File: src/rtl/ps2_rx_pkg.sv
// Shared types for the PS/2 keyboard receiver.
// FSM states, prefix bytes and the decoded key entry.
package ps2_rx_pkg;

  typedef enum logic [2:0] {
    IDLE,
    START_CHECK,
    DATA,
    PARITY,
    STOP
  } ps2_state_e;

  localparam logic [7:0] PS2_PREFIX_EXT = 8'hE0;
  localparam logic [7:0] PS2_PREFIX_BRK = 8'hF0;

  typedef struct packed {
    logic       extended;
    logic       brk;
    logic [7:0] code;
  } key_entry_t;

endpackage

File: src/rtl/ps2_rx_fifo.sv
// Show-ahead FIFO of decoded key entries.
// Head reads as zero while empty; a pop on a full FIFO frees room for a push.
module ps2_rx_fifo
  import ps2_rx_pkg::*;
#(
  parameter int DEPTH = 8
) (
  input  logic                   clock,
  input  logic                   reset,
  input  logic                   push_i,
  input  key_entry_t             wdata_i,
  input  logic                   pop_i,
  output key_entry_t             head_o,
  output logic                   full_o,
  output logic                   empty_o,
  output logic [$clog2(DEPTH):0] count_o
);

  localparam int AW = $clog2(DEPTH);

  key_entry_t    mem_q [DEPTH];
  logic [AW-1:0] wr_q;
  logic [AW-1:0] rd_q;
  logic [AW:0]   cnt_q;
  logic          do_pop;
  logic          do_push;

  assign empty_o = (cnt_q == '0);
  assign full_o  = cnt_q[AW];
  assign do_pop  = pop_i & ~empty_o;
  assign do_push = push_i & (~full_o | do_pop);

  always_ff @(posedge clock or posedge reset) begin
    if (reset) begin
      wr_q  <= '0;
      rd_q  <= '0;
      cnt_q <= '0;
    end else begin
      if (do_push) wr_q <= wr_q + AW'(1);
      if (do_pop)  rd_q <= rd_q + AW'(1);
      if (do_push && !do_pop)      cnt_q <= cnt_q + (AW+1)'(1);
      else if (!do_push && do_pop) cnt_q <= cnt_q - (AW+1)'(1);
    end
  end

  always_ff @(posedge clock) begin
    if (do_push) mem_q[wr_q] <= wdata_i;
  end

  assign head_o  = empty_o ? '0 : mem_q[rd_q];
  assign count_o = cnt_q;

endmodule

File: src/rtl/ps2_keyboard_rx_fifo.sv
// PS/2 keyboard receiver: sync, glitch filter, frame FSM,
// E0/F0 prefix folding and a key FIFO with sticky error flags.
module ps2_keyboard_rx_fifo
  import ps2_rx_pkg::*;
#(
  parameter int FIFO_DEPTH     = 8,
  parameter int SYNC_STAGES    = 2,
  parameter int FILTER_CYCLES  = 2,
  parameter int TIMEOUT_CYCLES = 2000
) (
  input  logic                        clock,
  input  logic                        reset,
  input  logic                        device_clock,
  input  logic                        device_data,
  output logic                        irq,
  output logic [7:0]                  keycode,
  output logic                        break_flag,
  output logic                        extended_flag,
  input  logic                        pop,
  output logic [$clog2(FIFO_DEPTH):0] fifo_count,
  output logic                        parity_error,
  output logic                        frame_error,
  output logic                        overrun,
  input  logic                        error_clear
);

  localparam int FW = $clog2(FILTER_CYCLES + 1);
  localparam int TW = $clog2(TIMEOUT_CYCLES + 1);

  logic [SYNC_STAGES-1:0] clk_sync_q;
  logic [SYNC_STAGES-1:0] dat_sync_q;
  logic                   clk_s;
  logic                   dat_s;
  logic                   filt_q;
  logic [FW-1:0]          fcnt_q;
  logic                   sample;

  ps2_state_e    state_q;
  logic [2:0]    bit_q;
  logic [7:0]    shift_q;
  logic          start_q;
  logic          par_ok_q;
  logic [TW-1:0] tmo_q;
  logic          byte_vld_q;
  logic          ferr_q;

  logic          pend_ext_q;
  logic          pend_brk_q;
  logic          perr_q;
  logic          frerr_q;
  logic          ovr_q;

  logic          good;
  logic          is_ext;
  logic          is_brk;
  logic          push;
  logic          full;
  logic          empty;
  key_entry_t    entry;
  key_entry_t    head;

  assign clk_s = clk_sync_q[SYNC_STAGES-1];
  assign dat_s = dat_sync_q[SYNC_STAGES-1];

  // Lines idle high, so the synchronisers reset high to avoid a fake edge.
  always_ff @(posedge clock or posedge reset) begin
    if (reset) begin
      clk_sync_q <= '1;
      dat_sync_q <= '1;
    end else begin
      clk_sync_q <= {clk_sync_q[SYNC_STAGES-2:0], device_clock};
      dat_sync_q <= {dat_sync_q[SYNC_STAGES-2:0], device_data};
    end
  end

  assign sample = filt_q & ~clk_s
                & (fcnt_q == FW'(FILTER_CYCLES - 1));

  always_ff @(posedge clock or posedge reset) begin
    if (reset) begin
      filt_q <= 1'b1;
      fcnt_q <= '0;
    end else if (clk_s == filt_q) begin
      fcnt_q <= '0;
    end else if (fcnt_q == FW'(FILTER_CYCLES - 1)) begin
      filt_q <= clk_s;
      fcnt_q <= '0;
    end else begin
      fcnt_q <= fcnt_q + FW'(1);
    end
  end

  always_ff @(posedge clock or posedge reset) begin
    if (reset) begin
      state_q    <= IDLE;
      bit_q      <= '0;
      shift_q    <= '0;
      start_q    <= 1'b0;
      par_ok_q   <= 1'b0;
      tmo_q      <= '0;
      byte_vld_q <= 1'b0;
      ferr_q     <= 1'b0;
    end else begin
      byte_vld_q <= 1'b0;
      ferr_q     <= 1'b0;
      if (state_q == IDLE || sample) tmo_q <= '0;
      else                           tmo_q <= tmo_q + TW'(1);
      if (state_q != IDLE && tmo_q == TW'(TIMEOUT_CYCLES)) begin
        ferr_q  <= 1'b1;
        state_q <= IDLE;
      end else begin
        unique case (state_q)
          IDLE: if (sample) begin
            start_q <= dat_s;
            state_q <= START_CHECK;
          end
          START_CHECK: begin
            bit_q   <= '0;
            ferr_q  <= start_q;
            state_q <= start_q ? IDLE : DATA;
          end
          DATA: if (sample) begin
            shift_q <= {dat_s, shift_q[7:1]};
            bit_q   <= bit_q + 3'd1;
            if (bit_q == 3'd7) state_q <= PARITY;
          end
          PARITY: if (sample) begin
            par_ok_q <= ^{shift_q, dat_s};
            state_q  <= STOP;
          end
          STOP: if (sample) begin
            byte_vld_q <= dat_s;
            ferr_q     <= ~dat_s;
            state_q    <= IDLE;
          end
          default: state_q <= IDLE;
        endcase
      end
    end
  end

  assign good   = byte_vld_q & par_ok_q;
  assign is_ext = good & (shift_q == PS2_PREFIX_EXT);
  assign is_brk = good & (shift_q == PS2_PREFIX_BRK);
  assign push   = good & ~is_ext & ~is_brk;
  assign entry  = '{extended: pend_ext_q, brk: pend_brk_q, code: shift_q};

  always_ff @(posedge clock or posedge reset) begin
    if (reset) begin
      pend_ext_q <= 1'b0;
      pend_brk_q <= 1'b0;
      perr_q     <= 1'b0;
      frerr_q    <= 1'b0;
      ovr_q      <= 1'b0;
    end else begin
      if (push || (byte_vld_q && !par_ok_q)) begin
        pend_ext_q <= 1'b0;
        pend_brk_q <= 1'b0;
      end else begin
        if (is_ext) pend_ext_q <= 1'b1;
        if (is_brk) pend_brk_q <= 1'b1;
      end
      perr_q  <= (perr_q & ~error_clear) | (byte_vld_q & ~par_ok_q);
      frerr_q <= (frerr_q & ~error_clear) | ferr_q;
      ovr_q   <= (ovr_q & ~error_clear) | (push & full & ~pop);
    end
  end

  ps2_rx_fifo #(
    .DEPTH(FIFO_DEPTH)
  ) u_fifo (
    .clock  (clock),
    .reset  (reset),
    .push_i (push),
    .wdata_i(entry),
    .pop_i  (pop),
    .head_o (head),
    .full_o (full),
    .empty_o(empty),
    .count_o(fifo_count)
  );

  assign irq           = ~empty;
  assign keycode       = head.code;
  assign break_flag    = head.brk;
  assign extended_flag = head.extended;
  assign parity_error  = perr_q;
  assign frame_error   = frerr_q;
  assign overrun       = ovr_q;

endmodule
File: config.mk
export PLATFORM = sky130hd
export DESIGN_NAME = ps2_keyboard_rx_fifo
export DESIGN_NICKNAME = d
export VERILOG_FILES = /design/src/rtl/ps2_rx_pkg.sv /design/src/rtl/ps2_rx_fifo.sv /design/src/rtl/ps2_keyboard_rx_fifo.sv
export SDC_FILE = /design/constraint.sdc
export NUM_CORES = 1
export LEC_CHECK = 0
export CAP_MARGIN = 20
export CORE_MARGIN = 1.5
export CORE_UTILIZATION = 30
export CTS_CLUSTER_DIAMETER = 100
export CTS_CLUSTER_SIZE = 28
export DETAILED_ROUTE_END_ITERATION = 10
export PLACE_DENSITY_LB_ADDON = 0.1
export SLEW_MARGIN = 20
export SYNTH_ARGS = -nofsm -noshare
export SYNTH_HDL_FRONTEND = slang
export SYNTH_SLANG_ARGS = --single-unit
File: constraint.sdc
create_clock -name clock -period 4.7 [get_ports clock]
set_input_delay 0.705 -clock clock [delete_from_list [all_inputs] [get_ports clock]]
set_output_delay 0.705 -clock clock [all_outputs]
set_load 0.02 [all_outputs]
; ---- Word-level counts from Yosys, hierarchy flattened
; Memories as Yosys holds them, arrays and structs flattened.
; Index checks and enable logic that the tools add are counted.
[totals]
reg_bits = 51
mem_bits_rw = 80
out_inout_bits = 18
wordCells = 125
n_memories = 1
[mem_list]
columns = memory, depth, word_bits, read_ports, rd_clocked_by_memory_dff, wr, line_no
row1 = u_fifo.mem_q, 8, 10, 1, 0, 1, ps2_rx_fifo.sv:21  ; key_entry_t mem_q [DEPTH];
[op_classes]
n_addsub = 7
eq_ne = 16
n_mux = 28
n_bitwise = 30
reduce_logical = 23
[ops]
columns = operator, count
row1 = two-way mux 3 bit, 7
row2 = == test 8 bit (second input constant), 2
row3 = bitwise AND 1 bit, 15
row4 = case mux 3 bit (5 select lines), 1
row5 = != test 3 bit (second input constant), 4
row6 = AND reduction 3 bit, 4
row7 = adder 11 x 1 -> 11 bit (second input constant), 1
row8 = == test 11 bit (second input constant), 1
row9 = two-way mux 1 bit, 11
row10 = two-way mux 11 bit, 1
row11 = NOT 1 bit, 11
row12 = two-way mux 10 bit, 1
row13 = adder 3 x 1 -> 3 bit (second input constant), 3
row14 = parity 9 bit, 1
row15 = two-way mux 4 bit, 2
row16 = nonzero test 2 bit, 4
row17 = == test 3 x 2 -> 1 bit (second input constant), 2
row18 = == test 3 bit (second input constant), 2
row19 = two-way mux 2 bit, 3
row20 = case mux 3 bit (2 select lines), 1
row21 = AND reduction 5 bit, 1
row22 = adder 4 x 1 -> 4 bit (second input constant), 1
row23 = logical AND 1 bit, 4
row24 = zero test 4 bit, 1
row25 = other kinds (14), 20

; ---- Longest topological paths before layout
; Gate-level depths: netlist of the first run.
[logic_depth]
word_depth = 10
depth_mapped = 11
depth_no_buf = 11

; ---- Cells and area by module
; Synthesis of the first run repeated with hierarchy kept, for this count alone.
[unflattened]
hier_cells = 353
hier_area_um2 = 5576.6
[modules_own_cells]
columns = mod, n_inst, cells_per_inst, area_per_inst_um2
row1 = ps2_rx_fifo, 1, 180, 3622.2
row2 = ps2_keyboard_rx_fifo, 1, 173, 1954.4

; ---- Least setup slack after synthesis of the first run
; No wires, ideal clock.
[synth_timing]
path_type = register to register
start = register shift_q[1]
end = register u_fifo.cnt_q[3] (netlist: u_fifo.count_o[3])
setup_ps = 125
arrival_ps = 2444
required_ps = 4575
setup_slack_ps = 2131
path_stages_with_launch = 12
path_buffers = 0
cell_sequence = dfrtp_1 -> or3b_2 -> nor4_4 -> nor3b_2 -> ha_1 -> inv_1 -> ha_1 -> a21o_1 -> a21oi_1 -> xnor2_1 -> nor2_1 -> xor2_1
[synth_between]
elab_chain_cells = 9
[synth_lines]
columns = element, line_no
row1 = start: declaration, ps2_keyboard_rx_fifo.sv:40  ; logic [7:0] shift_q;
row2 = start signal: assignment, ps2_keyboard_rx_fifo.sv:123  ; shift_q <= {dat_s, shift_q[7:1]};
row3 = == test 8 bit, ps2_keyboard_rx_fifo.sv:143  ; assign is_ext = good & (shift_q == PS2_PREFIX_EXT);
row4 = bitwise AND 1 bit, ps2_keyboard_rx_fifo.sv:143
row5 = NOT 1 bit, ps2_keyboard_rx_fifo.sv:145  ; assign push = good & ~is_ext & ~is_brk;
row6 = bitwise AND 1 bit, ps2_keyboard_rx_fifo.sv:145
row7 = bitwise AND 1 bit (*), ps2_keyboard_rx_fifo.sv:145
row8 = bitwise AND 1 bit (*), ps2_rx_fifo.sv:31  ; assign do_push = push_i & (~full_o | do_pop);
row9 = zero test 1 bit, ps2_rx_fifo.sv:42  ; else if (!do_push && do_pop) cnt_q <= cnt_q - (AW+1)'(1);
row10 = logical AND 1 bit, ps2_rx_fifo.sv:42
row11 = nonzero test 2 bit (no line), --
row12 = end signal: assignment, ps2_rx_fifo.sv:41  ; if (do_push && !do_pop) cnt_q <= cnt_q + (AW+1)'(1);
row13 = end signal: assignment, ps2_rx_fifo.sv:42
row14 = end: declaration, ps2_rx_fifo.sv:24  ; logic [AW:0] cnt_q;
; Mark *: on every way between the ends. The rest lies on a longest branch, timed or not.
; A chain may end at the register's enable or synchronous reset.

; ---- Worst setup path in the final report of the first run
[layout_timing]
start = register u_fifo.rd_q[1]
end = output port keycode[3]
[layout_between]
elab_chain_cells = 2
[layout_lines]
columns = element, line_no
row1 = start: declaration, ps2_rx_fifo.sv:23  ; logic [AW-1:0] rd_q;
row2 = start signal: assignment, ps2_rx_fifo.sv:40  ; if (do_pop) rd_q <= rd_q + AW'(1);
row3 = memory (8 x 10 bit), --
row4 = two-way mux 10 bit, ps2_rx_fifo.sv:50  ; assign head_o = empty_o ? '0 : mem_q[rd_q];
row5 = end: declaration, ps2_keyboard_rx_fifo.sv:16  ; output logic [7:0] keycode,
; Every way passes these cells.

==> tab_implementation.tex, run 1 <==
\begin{tabular}{lr}
\hline
Metric & Value \\
\hline
\multicolumn{2}{l}{\textbf{Status}} \\
Outcome & finished clean \\
\multicolumn{2}{l}{\textbf{Synthesis}} \\
Post-synthesis instance area & 0.00554 mm² \\
Share of Yosys cell area claimed by the top area cell type & 43.4\% \\
Syn nets & $\sim$370 \\
Number of synthesized flops with an enable pin & 80 \\
Synth Register Bits & between 100 and 150 \\
Most instantiated flip-flop cell in the synthesis netlist & sky130\_fd\_sc\_hd\_\_edfxtp\_1 \\
Post-synthesis cell type count & between 40 and 50 \\
Share of flip-flops with an asynchronous set or reset & 38.9\% \\
Most used standard cell by instance count after synthesis & sky130\_fd\_sc\_hd\_\_edfxtp\_1 \\
Post-synthesis instance total & around 350 \\
Largest area contributor in the synthesized netlist & sky130\_fd\_sc\_hd\_\_edfxtp\_1 \\
Seq/Total Area, Yosys & 66.5\% \\
Cells taking the most area after synthesis & sky130\_fd\_sc\_hd\_\_edfxtp\_1 43\%, sky130\_fd\_sc\_hd\_\_dfrtp\_1 21\%, sky130\_fd\_sc\_hd\_\_mux4\_2 8.1\% \\
Most used standard cells in the synthesized netlist & 80 x sky130\_fd\_sc\_hd\_\_edfxtp\_1, 46 x sky130\_fd\_sc\_hd\_\_dfrtp\_1, 33 x sky130\_fd\_sc\_hd\_\_nor2\_1 \\
Mean Syn Cell Area & 15.9 µm² \\
Warnings from Yosys & 0 \\
\multicolumn{2}{l}{\textbf{Setup path}} \\
Data arrival time of the worst path & around 2.7 ns \\
Worst setup EP type & output pin \\
Critical path's slowest cell & sky130\_fd\_sc\_hd\_\_dfrtp\_1 \\
Crit path max fanout & 22 \\
Class of the most critical setup path & register to output pin \\
Critical Path Max Stage Delay & 1.06 ns \\
Launching element type of the critical path & register \\
Critical path's top delay family & flip-flops \\
Number of stages on the worst setup path & 4 \\
Number of cells traversed by the worst register-to-register path & 11 \\
Cells along the critical path & mux4\_2 > mux2i\_1 > nor2\_1 > clkdlybuf4s50\_1 \\
Required @ worst endpoint & between 3 and 4 ns \\
Critical path buffers and inverters & 1 \\
\multicolumn{2}{l}{\textbf{STA}} \\
Final number of hold-violating endpoints & 0 \\
Slew headroom & 26.9\% \\
Setup Skew & 0.00794 ns \\
Final worst path period need & $\sim$3.4 ns \\
Worst Slack Setup Final & 1.27 ns \\
Unrepaired setup endpoints after global routing & no \\
Hold Worst Slack & 0.356 ns \\
Final period util & 72.9\% \\
Max Freq & just under 0.3 GHz \\
Final-report max-slew violation count & 0 \\
Total Negative Setup Slacks & 0 ns \\
Final setup violation count & 0 \\
Least-Margin Pin Slew & about 1.1 ns \\
\multicolumn{2}{l}{\textbf{Floorplanning}} \\
Starting utilization of the core area & 30.7\% \\
Std-Cell Rows & between 40 and 50 \\
Floorplan core area & 0.0180 mm² \\
Die width & 139 µm \\
Top Ports & 24 \\
Die outline area & a little under 0.02 mm² \\
Die height & 139 µm \\
\multicolumn{2}{l}{\textbf{Pwr}} \\
Static power due to leakage & 2.55 nW \\
Pwr Density & 573 mW/mm² \\
Peak supply drop & 0.280 mV \\
Total power & 3.81 mW \\
\multicolumn{2}{l}{\textbf{Place}} \\
Worst setup slack before clock tree synthesis & $\sim$1.5 ns \\
Dpl hpwl & a little under 7 mm \\
Port Buffers & 23 \\
RePlAce Congestion & 0.726 \\
\multicolumn{2}{l}{\textbf{Hold path}} \\
Worst hold-check path type & register to register \\
Cells on Worst Hold Path & 0 \\
\multicolumn{2}{l}{\textbf{Clock tree}} \\
Number of H-tree branching levels & 4 \\
Post-cts hold buffer count & 0 \\
Setup Fix Bufs, Post-CTS & 0 \\
Clock root buffer & sky130\_fd\_sc\_hd\_\_clkbuf\_16 \\
Clock slew seen by the registers of the worst setup and hold paths & around 0.06 ns \\
Number of instances resized during post-cts repair & 0 \\
Clock latency on the worst-skew pair & 0.42 ns \\
Number of buffers added by the clock tree synthesis step & 17 \\
Number of buffers on the longest clock path & 2 \\
Clock Sinks & 131 \\
CTS tree & done \\
\multicolumn{2}{l}{\textbf{Global route}} \\
Pin count of the biggest net entering global routing & 34 \\
All-layer global routing usage & between 10\% and 20\% \\
Via count of the first global-routing pass & 3,019 \\
Overflow left after global routing & 0 \\
First-pass GRT wire length & 17.7 mm \\
Antenna violations before repair & 0 \\
\multicolumn{2}{l}{\textbf{Detailed routing}} \\
Drt pass-1 iters & 4 \\
WL per Instance & 17.3 µm \\
Vias & 2,893 \\
Via-to-Cell Ratio & 4.59 \\
DRT antenna net count & 0 \\
Post-route DRC & 0 \\
Count of routing violations after the opening detailed-route iteration & 103 \\
Final wirelength & 10.9 mm \\
\multicolumn{2}{l}{\textbf{Layout}} \\
Post-route core utilization & 36.9\% \\
Layout filler cell count & approximately 1,700 \\
Area of combinational cells with multiple inputs & 0.00173 mm² \\
Nets & 405 \\
Ratio of cells with drive above 1 in the final layout & 21.7\% \\
Count of inserted antenna diode cells & 0 \\
Total area of sequential cells & 0.00368 mm² \\
Synth-to-layout area growth & 20.1\% \\
\multicolumn{2}{l}{\textbf{Flow run}} \\
Max-cap check violation count & 0 \\
\hline
\end{tabular}
[through the flow]
step,cells,area (µm²)
floorplan,349,5540
global placement,598,6060
detailed placement,598,6060
CTS,630,6650
global route,630,6650
finish,630,6650
[sequential cells by signal, summed over array words and instances (netlist names)]
name and cells:
pend_brk_q 1, bit_q 3, overrun 1, u_fifo.rd_q 3
fcnt_q 2, ferr_q 1, pend_ext_q 1, frame_error 1
shift_q 8, clk_sync_q 2, u_fifo.wr_q 3, tmo_q 11
filt_q 1, byte_vld_q 1, start_q 1, parity_error 1
u_fifo.count_o 4, u_fifo.mem_q 80, par_ok_q 1, state_q 3
dat_sync_q 2
[power breakdown]
group / total, mW / leakage, nW / internal [mW] / switching [mW]
sequential: 1.53 / 1.41 / 1.33 / 0.200
combinational: 0.963 / 0.858 / 0.522 / 0.441
clock: 1.32 / 0.283 / 0.830 / 0.491
[worst paths after layout]
kind | from | end | slack [ns]
worst min-delay path | clk_sync_q[0]$_DFF_PP1_ | clk_sync_q[1]$_DFF_PP1_ | 0.36
min in group asynchronous | reset | overrun$_DFF_PP0_ | 0.59
worst min register to register | clk_sync_q[0]$_DFF_PP1_ | clk_sync_q[1]$_DFF_PP1_ | 0.36
max in group asynchronous | reset | dat_sync_q[0]$_DFF_PP1_ | 3.30
worst max-delay path | u_fifo.rd_q[1]$_DFFE_PP0P_ | keycode[3] | 1.27
worst max register to register | shift_q[7]$_DFFE_PP0P_ | u_fifo.count_o[3]$_DFFE_PP0P_ | 1.78
[per-layer routing]
layer / vias up / global-route usage (%) / share of wire (%)
met2: 26 / 19.7 / 49
met5: - / 0 / 0
li1: 1377 / - / -
met3: 12 / 3.87 / 2.6
met1: 1478 / 15.9 / 47
met4: 0 / 5.43 / 1.5
[final cells by class]
cell class / instances / area share [%]
Clock buffer: 18 / 6.45
Clock inverter: 14 / 2.43
Inverter: 12 / 0.677
Multi-Input combinational cell: 192 / 26.0
Sequential cell: 131 / 55.4
Tap cell: 229 / 4.31
Timing Repair Buffer: 34 / 4.70
[layout by cell type, fill, tap and decap left out, types with 6 or more instances in the layout]
master | synthesis | routed
sky130_fd_sc_hd__edfxtp_1 | 80 | 80
sky130_fd_sc_hd__dfrtp_1 | 46 | 46
sky130_fd_sc_hd__nor2_1 | 33 | 33
sky130_fd_sc_hd__clkdlybuf4s50_1 | 0 | 23
sky130_fd_sc_hd__mux4_2 | 20 | 20
sky130_fd_sc_hd__xnor2_1 | 18 | 18
sky130_fd_sc_hd__clkbuf_16 | 0 | 17
sky130_fd_sc_hd__nand2_1 | 16 | 16
sky130_fd_sc_hd__nand3_1 | 11 | 11
sky130_fd_sc_hd__inv_1 | 12 | 11
sky130_fd_sc_hd__buf_4 | 1 | 11
sky130_fd_sc_hd__mux2i_1 | 10 | 10
sky130_fd_sc_hd__ha_1 | 10 | 10
sky130_fd_sc_hd__mux2_4 | 7 | 7
sky130_fd_sc_hd__xor2_1 | 7 | 7
sky130_fd_sc_hd__a21oi_1 | 6 | 6
[cell families after synthesis]
kind of cell    share of synthesized area (%)
mux                                      12.8
fa+ha+maj                                2.62
xor+xnor                                 3.95
flops                                    66.5
compound gates                           2.73
buf+inv                                  2.33
simple gates                             9.01
Power figures use the tool's default switching activity.
==> run 2, diff against run 1 <==
Clock period 4.7 ns to 3.1 ns, I/O delays scaled along.
==> run 2 against run 1 <==
Sequential power up 42%. Setup slack worse by 1.1 ns. Cell count up 1.1%. Power up 55%. Register-to-register slack worse by 1.4 ns. Hold slack worse by 0.00075 ns.
==> tab_implementation.tex, run 2 (synthesis gave the netlist of run 1 again) <==
\begin{tabular}{lr}
\hline
Metric & Value \\
\hline
\multicolumn{2}{l}{\textbf{Floorplanning}} \\
Starting utilization of the core area & 30.7\% (unchanged) \\
Die outline area & 0.0193 mm² (unchanged) \\
Die height & 139 µm (unchanged) \\
Die width & 139 µm (unchanged) \\
Top Ports & 24 (unchanged) \\
Floorplan core area & 0.0180 mm² (unchanged) \\
Std-Cell Rows & 49 (unchanged) \\
\multicolumn{2}{l}{\textbf{Pwr}} \\
Peak supply drop & 0.454 mV (+62\%) \\
Internal & 4.18 mW (+56\%) \\
Register share of total power & 36.8\% (-3.2 points) \\
Total power & 5.91 mW (+55\%) \\
Pwr Density & 878 mW/mm² (+53\%) \\
Net switching fraction of the power & 29.3\% (-0.40 points) \\
Logic pwr share & 27.9\% (+2.6 points) \\
Clk pwr share & 35.3\% (+0.6 points) \\
Net load switching power & 1.73 mW (+53\%) \\
Static power due to leakage & 2.60 nW (+2.1\%) \\
\multicolumn{2}{l}{\textbf{Hold path}} \\
Hold\_sp & clk\_sync\_q[0]\$\_DFF\_PP1\_ \\
Cells on Worst Hold Path & 0 (unchanged) \\
Worst hold-check path type & register to register \\
Hold Path Sink & clk\_sync\_q[1]\$\_DFF\_PP1\_ \\
\multicolumn{2}{l}{\textbf{Clock tree}} \\
Number of H-tree branching levels & 4 (unchanged) \\
Clock Sinks & 131 (unchanged) \\
CTS tree & done \\
Number of instances resized during post-cts repair & 0 (unchanged) \\
Number of buffers added by the clock tree synthesis step & 17 (unchanged) \\
Post-cts hold buffer count & 0 (unchanged) \\
Clock slew seen by the registers of the worst setup and hold paths & 0.06 ns (about the same) \\
Number of buffers on the longest clock path & 2 (unchanged) \\
Clock latency on the worst-skew pair & 0.42 ns (about the same) \\
Setup Fix Bufs, Post-CTS & 0 (unchanged) \\
Clock root buffer & sky130\_fd\_sc\_hd\_\_clkbuf\_16 \\
\multicolumn{2}{l}{\textbf{STA}} \\
Least-Margin Pin Slew & 0.638 ns (-0.458 ns) \\
Total Negative Setup Slacks & 0 ns (unchanged) \\
Final worst path period need & 2.89 ns \\
Final number of hold-violating endpoints & 0 (unchanged) \\
Max Freq & 0.346 GHz \\
Final setup violation count & 0 (unchanged) \\
Final-report max-slew violation count & 0 (unchanged) \\
Unrepaired setup endpoints after global routing & no \\
Setup Skew & 0.00923 ns (+0.00128 ns) \\
Slew headroom & 57.4\% (+31 points) \\
Hold Worst Slack & 0.355 ns (-0.000747 ns) \\
Final period util & slightly above 90\% \\
\multicolumn{2}{l}{\textbf{Global route}} \\
All-layer global routing usage & 12.6\% (+0.14 points) \\
Overflow left after global routing & 0 (unchanged) \\
Via count of the first global-routing pass & 3,198 (+5.9\%) \\
Antenna violations before repair & 0 (unchanged) \\
First-pass GRT wire length & 18.2 mm (+2.4\%) \\
Pin count of the biggest net entering global routing & 31 (-8.8\%) \\
\multicolumn{2}{l}{\textbf{Detailed routing}} \\
Vias & 2,941 (+1.7\%) \\
Final wirelength & 11.0 mm (+1.1\%) \\
DRT antenna net count & 0 (unchanged) \\
WL per Instance & 17.3 µm (about the same) \\
Drt pass-1 iters & 4 (unchanged) \\
Count of routing violations after the opening detailed-route iteration & 161 (+56\%) \\
Post-route DRC & 0 (unchanged) \\
Via-to-Cell Ratio & 4.62 (+0.54\%) \\
\multicolumn{2}{l}{\textbf{Layout}} \\
Nets & 412 (+1.7\%) \\
Registers with the most flip-flops & u\_fifo.mem\_q (80), tmo\_q (11), shift\_q (8) \\
Commonest non-fill, non-tap cells in the layout & 80 x sky130\_fd\_sc\_hd\_\_edfxtp\_1, 46 x sky130\_fd\_sc\_hd\_\_dfrtp\_1, 33 x sky130\_fd\_sc\_hd\_\_nor2\_1 \\
Max reg flops & 80 (unchanged) \\
Most frequent standard cell in the layout excluding fill and tap cells & sky130\_fd\_sc\_hd\_\_edfxtp\_1 \\
Post-route core utilization & 37.4\% (+0.48 points) \\
Synth-to-layout area growth & 21.6\% \\
Ratio of cells with drive above 1 in the final layout & 22.5\% (+0.85 points) \\
Register containing the most flip-flops in the final layout & u\_fifo.mem\_q \\
Count of inserted antenna diode cells & 0 (unchanged) \\
\multicolumn{2}{l}{\textbf{Place}} \\
RePlAce Congestion & 0.740 (+1.9\%) \\
Port Buffers & 23 (unchanged) \\
Dpl hpwl & 6.81 mm (-1.0\%) \\
\multicolumn{2}{l}{\textbf{Setup path}} \\
Class of the most critical setup path & register to output pin \\
Required @ worst endpoint & 2.63 ns (-1.36 ns) \\
Startpoint of the worst register-to-register path & shift\_q[0]\$\_DFFE\_PP0P\_ \\
Worst setup EP type & output pin \\
Worst R2R Setup Slack & 0.40 ns (-1.38 ns) \\
Worst r2r dst & u\_fifo.count\_o[3]\$\_DFFE\_PP0P\_ \\
Crit path max fanout & 22 (unchanged) \\
Launching element type of the critical path & register \\
Number of cells traversed by the worst register-to-register path & 11 (unchanged) \\
Launch point of the worst path & u\_fifo.rd\_q[0]\$\_DFFE\_PP0P\_ \\
Data arrival time of the worst path & 2.42 ns (-0.30 ns) \\
\multicolumn{2}{l}{\textbf{Flow run}} \\
Max-cap check violation count & 0 (unchanged) \\
\multicolumn{2}{l}{\textbf{Status}} \\
Outcome & finished clean \\
\hline
\end{tabular}
==> run 2: worst max path at each step <==
stage / to / slack, ns / cells past startpoint
global route: keycode[0] / 0.09 / 5
CTS: keycode[0] / 0.16 / 5
floorplan: u_fifo.count_o[3]$_DFFE_PP0P_ / 0.53 / 11
global placement: u_fifo.count_o[3]$_DFFE_PP0P_ / 0.43 / 11
detailed placement: u_fifo.count_o[3]$_DFFE_PP0P_ / 0.38 / 11
finish: keycode[0] / 0.21 / 5
==> run 2: critical path, cell delays in order, from the launching register on <==
cell and delay [ns]:
sky130_fd_sc_hd__dfrtp_1 0.37, sky130_fd_sc_hd__buf_12 0.22, sky130_fd_sc_hd__mux4_2 0.52, sky130_fd_sc_hd__mux2i_1 0.25, sky130_fd_sc_hd__nor2_1 0.09, sky130_fd_sc_hd__clkdlybuf4s50_1 0.54
==> run 2: cell type report <==
class	instances	area, µm²
multi-input combinational	192	1730
sequential	131	3680
clock buffer	17	425
tap	229	287
inverter	12	45.0
clock inverter	15	186
fill	1737	11300
timing repair buffer	41	378
==> run 2: through the flow <==
| stage | area (µm²) | setup slack, ns | cells |
|---|---|---|---|
| 2_1_floorplan | 5540 | 0.531 | 349 |
| 3_3_place_gp | 6130 | 0.426 | 605 |
| 3_5_place_dp | 6130 | 0.376 | 605 |
| 4_1_cts | 6740 | 0.164 | 637 |
| 5_1_grt | 6740 | 0.0884 | 637 |
| 6_report | 6740 | 0.211 | 637 |
==> run 2: power by group through the flow <==
stage | Clock [mW] | Sequential [mW] | Combinational [mW]
after global routing | 2.21 | 2.21 | 1.82
after floorplan | 0 | 2.20 | 1.11
after CTS | 2.14 | 2.18 | 1.71
after detailed placement | 0 | 2.21 | 1.70
after global placement | 0 | 2.21 | 1.70
final | 2.09 | 2.18 | 1.65
==> run 2: metal layers <==
metal | wire (µm) | part of all wire, % | GRT usage [%]
met1 | 5190 | 47 | 16.0
met2 | 5420 | 49 | 20.2
met3 | 288 | 2.6 | 3.94
met4 | 97 | 0.88 | 4.93
met5 | 0 | 0 | 0
==> run 3, diff against run 2 <==
Settings changed: GPL_ROUTABILITY_DRIVEN from default to 0.
==> results of run 3 <==
Final layout, timing and power as in run 2 (identical DEF).
